File: src/rtl/stopwatch_pkg.sv
// Shared types, limits and carry-chain helpers for the lap timer.
package stopwatch_pkg;

    localparam int unsigned MAX_MIN = 59;
    localparam int unsigned MAX_SEC = 59;
    localparam int unsigned MAX_CS  = 99;

    typedef enum logic [1:0] {
        STOPPED = 2'd0,
        RUNNING = 2'd1,
        EXPIRED = 2'd2
    } mode_t;

    typedef struct packed {
        logic [5:0] hours;
        logic [5:0] minutes;
        logic [5:0] seconds;
        logic [6:0] centis;
    } time_t;

    // One centisecond forward; caller guarantees the value is below the up terminal.
    function automatic time_t time_inc(input time_t t);
        time_t r;
        r = t;
        if (t.centis != 7'(MAX_CS)) begin
            r.centis = t.centis + 7'd1;
        end else begin
            r.centis = '0;
            if (t.seconds != 6'(MAX_SEC)) begin
                r.seconds = t.seconds + 6'd1;
            end else begin
                r.seconds = '0;
                if (t.minutes != 6'(MAX_MIN)) begin
                    r.minutes = t.minutes + 6'd1;
                end else begin
                    r.minutes = '0;
                    r.hours   = t.hours + 6'd1;
                end
            end
        end
        return r;
    endfunction

    // One centisecond backward; caller guarantees the value is above zero.
    function automatic time_t time_dec(input time_t t);
        time_t r;
        r = t;
        if (t.centis != 7'd0) begin
            r.centis = t.centis - 7'd1;
        end else begin
            r.centis = 7'(MAX_CS);
            if (t.seconds != 6'd0) begin
                r.seconds = t.seconds - 6'd1;
            end else begin
                r.seconds = 6'(MAX_SEC);
                if (t.minutes != 6'd0) begin
                    r.minutes = t.minutes - 6'd1;
                end else begin
                    r.minutes = 6'(MAX_MIN);
                    r.hours   = t.hours - 6'd1;
                end
            end
        end
        return r;
    endfunction

endpackage

File: src/rtl/lap_fifo.sv
// Show-ahead circular FIFO of lap snapshots; head is read straight from storage.
module lap_fifo
    import stopwatch_pkg::*;
#(
    parameter int unsigned DEPTH = 4
) (
    input  logic                       clk,
    input  logic                       reset,
    input  logic                       clr_i,
    input  logic                       push_i,
    input  logic                       pop_i,
    input  time_t                      data_i,
    output time_t                      head_o,
    output logic                       valid_o,
    output logic [$clog2(DEPTH+1)-1:0] count_o,
    output logic                       full_o
);

    localparam int unsigned PTR_W = (DEPTH > 1) ? $clog2(DEPTH) : 1;
    localparam int unsigned CNT_W = $clog2(DEPTH + 1);

    time_t            mem_q [DEPTH];
    logic [PTR_W-1:0] rd_ptr_q, rd_ptr_d;
    logic [PTR_W-1:0] wr_ptr_q, wr_ptr_d;
    logic [CNT_W-1:0] count_q, count_d;
    logic             do_push;
    logic             do_pop;

    function automatic logic [PTR_W-1:0] ptr_next(input logic [PTR_W-1:0] p);
        return (p == PTR_W'(DEPTH - 1)) ? '0 : p + PTR_W'(1);
    endfunction

    // Pointer and occupancy next-state; a pop frees the slot a same-cycle push needs.
    always_comb begin
        do_pop   = pop_i && (count_q != '0);
        do_push  = push_i && ((count_q != CNT_W'(DEPTH)) || do_pop);
        rd_ptr_d = do_pop  ? ptr_next(rd_ptr_q) : rd_ptr_q;
        wr_ptr_d = do_push ? ptr_next(wr_ptr_q) : wr_ptr_q;
        count_d  = count_q;
        unique case ({do_push, do_pop})
            2'b10:   count_d = count_q + CNT_W'(1);
            2'b01:   count_d = count_q - CNT_W'(1);
            default: count_d = count_q;
        endcase
        if (clr_i) begin
            rd_ptr_d = '0;
            wr_ptr_d = '0;
            count_d  = '0;
        end
    end

    // Pointer, count and storage registers.
    always_ff @(posedge clk) begin
        if (reset || clr_i) begin
            rd_ptr_q <= '0;
            wr_ptr_q <= '0;
            count_q  <= '0;
            for (int unsigned i = 0; i < DEPTH; i++) begin
                mem_q[i] <= '0;
            end
        end else begin
            rd_ptr_q <= rd_ptr_d;
            wr_ptr_q <= wr_ptr_d;
            count_q  <= count_d;
            if (do_push) begin
                mem_q[wr_ptr_q] <= data_i;
            end
        end
    end

    assign head_o  = mem_q[rd_ptr_q];
    assign valid_o = (count_q != '0);
    assign count_o = count_q;
    assign full_o  = (count_q == CNT_W'(DEPTH));

endmodule

File: src/rtl/lap_timer.sv
// Up/down h:m:s.cs timer with prescaled ticks, preset load, expiry and a lap FIFO.
module lap_timer
    import stopwatch_pkg::*;
#(
    parameter int unsigned CLK_PER_TICK = 100000,
    parameter int unsigned MAX_HOURS    = 24,
    parameter int unsigned LAPS         = 4
) (
    input  logic                      clk,
    input  logic                      reset,
    input  logic [1:0]                sel,
    input  logic                      start,
    input  logic                      lap,
    input  logic                      clear,
    input  logic                      dir,
    input  logic                      load,
    input  logic [5:0]                load_hours,
    input  logic [5:0]                load_minutes,
    input  logic [5:0]                load_seconds,
    input  logic [6:0]                load_centis,
    output logic [5:0]                hours,
    output logic [5:0]                minutes,
    output logic [5:0]                seconds,
    output logic [6:0]                centis,
    output logic                      running,
    output logic                      done,
    output logic [5:0]                lap_hours,
    output logic [5:0]                lap_minutes,
    output logic [5:0]                lap_seconds,
    output logic [6:0]                lap_centis,
    output logic                      lap_valid,
    input  logic                      lap_rd,
    output logic [$clog2(LAPS+1)-1:0] lap_count,
    output logic                      lap_overflow
);

    localparam int unsigned PS_W  = (CLK_PER_TICK > 1) ? $clog2(CLK_PER_TICK) : 1;
    localparam int unsigned CNT_W = $clog2(LAPS + 1);
    localparam time_t TIME_MAX = '{
        hours:   6'(MAX_HOURS - 1),
        minutes: 6'(MAX_MIN),
        seconds: 6'(MAX_SEC),
        centis:  7'(MAX_CS)
    };

    mode_t            mode_q, mode_d;
    time_t            time_q, time_d;
    logic [PS_W-1:0]  ps_q, ps_d;
    logic             ovf_q, ovf_d;
    logic             running_q, done_q;

    logic             cmd_ok;
    logic             start_g;
    logic             load_ok;
    time_t            load_val;
    time_t            terminal;
    logic             tick;
    logic             lap_push;
    logic             lap_pop;
    logic             fifo_full;
    time_t            fifo_head;
    logic             fifo_valid;
    logic [CNT_W-1:0] fifo_count;

    // Command gating and preset validation.
    always_comb begin
        cmd_ok   = (sel != 2'd3);
        start_g  = start && cmd_ok;
        load_val = '{hours: load_hours, minutes: load_minutes,
                     seconds: load_seconds, centis: load_centis};
        load_ok  = load && cmd_ok
                   && ({1'b0, load_hours} < 7'(MAX_HOURS))
                   && (load_minutes <= 6'(MAX_MIN))
                   && (load_seconds <= 6'(MAX_SEC))
                   && (load_centis  <= 7'(MAX_CS));
    end

    assign lap_push = lap && cmd_ok && (mode_q != STOPPED) && !clear;
    assign lap_pop  = lap_rd && !clear;

    // Mode FSM, prescaler, time carry/borrow chain and overflow flag.
    always_comb begin
        mode_d   = mode_q;
        time_d   = time_q;
        ps_d     = ps_q;
        ovf_d    = ovf_q;
        tick     = 1'b0;
        terminal = dir ? '0 : TIME_MAX;
        unique case (mode_q)
            RUNNING: begin
                tick = (ps_q == PS_W'(CLK_PER_TICK - 1));
                ps_d = tick ? '0 : ps_q + PS_W'(1);
                if (tick) begin
                    if (time_q != terminal) begin
                        time_d = dir ? time_dec(time_q) : time_inc(time_q);
                    end
                    if (time_d == terminal) begin
                        mode_d = EXPIRED;
                    end
                end
                if (start_g) begin
                    mode_d = STOPPED;
                end
            end
            STOPPED: begin
                if (load_ok) begin
                    time_d = load_val;
                    ps_d   = '0;
                end else if (start_g) begin
                    mode_d = RUNNING;
                end
            end
            EXPIRED: begin
                if (load_ok) begin
                    time_d = load_val;
                    ps_d   = '0;
                    mode_d = STOPPED;
                end
            end
            default: mode_d = STOPPED;
        endcase
        if (lap_push && fifo_full && !lap_rd) begin
            ovf_d = 1'b1;
        end
        if (clear) begin
            mode_d = STOPPED;
            time_d = '0;
            ps_d   = '0;
            ovf_d  = 1'b0;
        end
    end

    // Mode state register.
    always_ff @(posedge clk) begin
        if (reset) begin
            mode_q <= STOPPED;
        end else begin
            mode_q <= mode_d;
        end
    end

    // Time, prescaler and status registers.
    always_ff @(posedge clk) begin
        if (reset) begin
            time_q    <= '0;
            ps_q      <= '0;
            ovf_q     <= 1'b0;
            running_q <= 1'b0;
            done_q    <= 1'b0;
        end else begin
            time_q    <= time_d;
            ps_q      <= ps_d;
            ovf_q     <= ovf_d;
            running_q <= (mode_d == RUNNING);
            done_q    <= (mode_d == EXPIRED);
        end
    end

    lap_fifo #(
        .DEPTH (LAPS)
    ) u_lap_fifo (
        .clk     (clk),
        .reset   (reset),
        .clr_i   (clear),
        .push_i  (lap_push),
        .pop_i   (lap_pop),
        .data_i  (time_q),
        .head_o  (fifo_head),
        .valid_o (fifo_valid),
        .count_o (fifo_count),
        .full_o  (fifo_full)
    );

    assign hours        = time_q.hours;
    assign minutes      = time_q.minutes;
    assign seconds      = time_q.seconds;
    assign centis       = time_q.centis;
    assign running      = running_q;
    assign done         = done_q;
    assign lap_hours    = fifo_head.hours;
    assign lap_minutes  = fifo_head.minutes;
    assign lap_seconds  = fifo_head.seconds;
    assign lap_centis   = fifo_head.centis;
    assign lap_valid    = fifo_valid;
    assign lap_count    = fifo_count;
    assign lap_overflow = ovf_q;

endmodule

File: config.mk
export PLATFORM = sky130hd
export DESIGN_NAME = lap_timer
export DESIGN_NICKNAME = d
export VERILOG_FILES = /design/src/rtl/stopwatch_pkg.sv /design/src/rtl/lap_fifo.sv /design/src/rtl/lap_timer.sv
export SDC_FILE = /design/constraint.sdc
export NUM_CORES = 1
export LEC_CHECK = 0
export CAP_MARGIN = 20
export CORE_MARGIN = 2
export CORE_UTILIZATION = 54
export CTS_CLUSTER_SIZE = 25
export DETAILED_ROUTE_END_ITERATION = 16
export GPL_ROUTABILITY_DRIVEN = 0
export MAX_ROUTING_LAYER = met4
export PLACE_DENSITY_LB_ADDON = 0.2
export SLEW_MARGIN = 20
export SYNTH_ARGS = -nofsm -noshare
export SYNTH_HDL_FRONTEND = slang
export SYNTH_SLANG_ARGS = --single-unit
File: constraint.sdc
create_clock -name clk -period 5.1 [get_ports clk]
set_clock_uncertainty 0.05 [all_clocks]
set_input_delay 1.02 -clock clk [delete_from_list [all_inputs] [get_ports clk]]
set_output_delay 1.02 -clock clk [all_outputs]
set_load 0.01 [all_outputs]
==> flow_summary_export.csv, run 1 <==
group,metric,value,unit
grt,grt_start_max_net_pins,52,
synth,synth_cells,877,
cts,cts_tree,"yes",
grt,grt_pass1_wl,38400,um
detailed_routing,drtPass1Iterations,6,
synth,synth_edf_count,100,
synth,synth_largest_area_cell,"edfxtp_1",
grt,grt_pass1_vias,7168,
power,clockPowerShare,0.410,
cts,cts_buffers,17,
grt,antenna_found_initial,0,
synth,postSynth.asyncResetShare,0,
cts,insertion_delay,430,ps
setup_path,worst_setup_path_start_kind,"input pin",
floorplan,start_util,0.555,
detailed_routing,dr_total_vias,7403,
cts,clk_pin_slew,70,ps
floorplan,coreArea,16000,um2
floorplan,rows,46,
timing,tightest_slew,1020,ps
synth,syn_area_per_cell,10.1,um2
cells_and_area,nFillCells,1278,
power,pwr_density_cell,294,nW/um2
synth,synth_cell_type_count,85,
synth,synth_top_area_frac,0.338,
detailed_routing,drt_iter0_drc,840,
timing,period_share,0.859,
detailed_routing,wl_per_cell,20.5,um
timing,tns,0,ps
timing,relSlewSlack,0.318,
cells_and_area,finalNonFillerCells,1162,
synth,synthFlopType,"edfxtp_1",
power,p_switching,809,uW
cts,numClockSinks,156,
synth,synth_nets,926,
cts,clock_tree.root_cell,"clkbuf_16",
setup_path,critPathTopFamily,"simple AND/OR/NAND/NOR gates",
cts,postCtsSetupBuffers,0,
detailed_routing,drt-total-wl,23800,um
cells_and_area,drive_gt1_frac,0.115,
setup_path,worstPathCellList,"buf_2 > or3b_4 > o22ai_4 > o2111ai_4 > nor2_2 > o21ai_1 > or3b_1 > or4_1 > a2111oi_1 > o21ai_1",
cts,htreeDepth,4,
setup_path,slowest_stage,"or4_1",
detailed_routing,ant_nets,0,
setup_path,cp_num_buf_inv,1,
job,drv_cap,0,
hold_path,hp-class,"reg2reg",
setup_path,cp-end-kind,"register",
cts,clock_path_buffers,2,
setup_path,critPathRequiredTime,5350,ps
cts,cts_resized,0,
synth,synth_area_leaders,"edfxtp_1, dfxtp_1, mux4_2",
power,intPower,2280,uW
timing,rsz0062_at_grt,"false",
place,io_buffers,91,
timing,final_hold_viol_count,0,
detailed_routing,drt-vias-per-instance,6.37,
power,power.leakage,0.00371,uW
setup_path,cp_max_fo,31,
detailed_routing,drc,0,
run_status,status,"complete, no violations",
timing,timing.hold.ws,439,ps
cells_and_area,final_nets,982,
timing,timing.fmax,228,MHz
floorplan,dieArea,17500,um2
place,hpwl,16200,um
cells_and_area,n_antenna_cell,0,
cts,holdBufCountCts,0,
timing,setup_viol,0,
setup_path,critPathKind,"in2reg",
setup_path,cp_data_arrival_time,4630,ps
place,placedCellCount,1130,
floorplan,fp.dieW,132,um
power,power_frac_comb,0.132,
synth,synth_seq_cells,156,
grt,grt_overflow_total,0,
floorplan,io_pins,92,
cells_and_area,mostFrequentLayoutCells,"edfxtp_1, nor2_1, clkdlybuf4s50_1",
timing,fin_crit,4380,ps
power,ir_worst_vdd,0.232,mV
synth,ys_seq_area_frac,0.464,
grt,grtUsageTotal,0.286,
setup_path,cpPeakStageDelay,540,ps
timing,slew_violations,0,
power,swShare,0.262,
power,pwr-share-seq,0.458,
floorplan,die_y,132,um
cells_and_area,final_common_cell,"edfxtp_1",
cells_and_area,area_growth,18.0,%
setup_path,crit_top_cell,"o21ai_1",
synth,synth_warnings,0,
synth,synth_area,8890,um2
[metal layers]
layer	vias to the layer above	global-route usage	wire length [um]
met5	-	-	0
li1	3395	-	-
met2	400	0.443	11300
met1	3543	0.387	10000
met4	0	0.0938	572
met3	65	0.0469	1900
[final timing paths]
path	start	end	slack (ps)	cells after the start
worst max-delay path	dir	running	720	10
worst min-delay path	u_lap_fifo.rd_ptr_q[1]	register	440	2
worst min register to register	u_lap_fifo.rd_ptr_q[1]	register	440	2
worst max register to register	centis[0]	running	740	11
[through the flow]
step                worst slack [ps]  utilization  cell area, um2  power, uW
finish                           720        0.656           10500       3080
floorplan                       1250            -            8890       1690
global placement                 446        0.619            9900       1820
global route                     531        0.656           10500       3190
detailed placement               355        0.619            9900       1830
CTS                              810        0.656           10500       3080
[tightest hold or removal path: cells and delay by family (launching register included)]
family             cells  cell delay, ps
DFF                    1             310
and+or+nand+nor        1              60
AOI/OAI and AO/OA      1              70
[cell type report]
type                            instances  area [um2]  area share
Multi-Input combinational cell        629        4380       0.418
Sequential cell                       156        4130       0.393
Timing Repair Buffer                  111        1060       0.101
Clock buffer                           17         425      0.0406
Tap cell                              216         270      0.0258
Clock inverter                         15         164      0.0156
Inverter                               18        67.6     0.00644
[registers in the layout (all words and copies together) (netlist names), named ones only]
register	count
u_lap_fifo.mem_q	100
ps_q	17
centis	7
hours	6
minutes	6
seconds	6
u_lap_fifo.count_o	3
mode_q	2
u_lap_fifo.rd_ptr_q	2
u_lap_fifo.wr_ptr_q	2
done	1
lap_overflow	1
running	1
[kinds of logic after synthesis]
logic type | share of synthesized area
compound gates | 0.137
xor+xnor | 0.0128
fa+ha+maj | 0.0206
buf+inv | 0.0446
flops | 0.464
mux | 0.0760
simple gates | 0.245
[power by group through the flow]
stage / clock [uW] / sequential [uW] / combinational [uW]
finish: 1260 / 1410 / 407
detailed placement: 0 / 1440 / 393
global route: 1330 / 1420 / 435
global placement: 0 / 1430 / 389
floorplan: 0 / 1420 / 270
CTS: 1270 / 1410 / 397
[Yosys cell counts (all sizes together) (18+ instances only)]
library cell and instances:
a211oi 21, a21oi 61, and2 80, and3 18, buf 20, clkbuf 54, dfxtp 56, edfxtp 100
inv 18, mux4 26, nand2 39, nand3 33, nor2 96, nor3 30, nor4 22, o21ai 32
(Power assumes the default switching activity.)
==> run 2, diff against run 1 <==
--- a/config.mk
+++ b/config.mk
@@ -13,6 +13,7 @@
 export GPL_ROUTABILITY_DRIVEN = 0
 export MAX_ROUTING_LAYER = met4
 export PLACE_DENSITY_LB_ADDON = 0.2
+export SETUP_SLACK_MARGIN = 0.2
 export SLEW_MARGIN = 20
 export SYNTH_ARGS = -nofsm -noshare
 export SYNTH_HDL_FRONTEND = slang
==> results of run 2 <==
No change in the layout: final DEF, timing and power equal those of run 1.
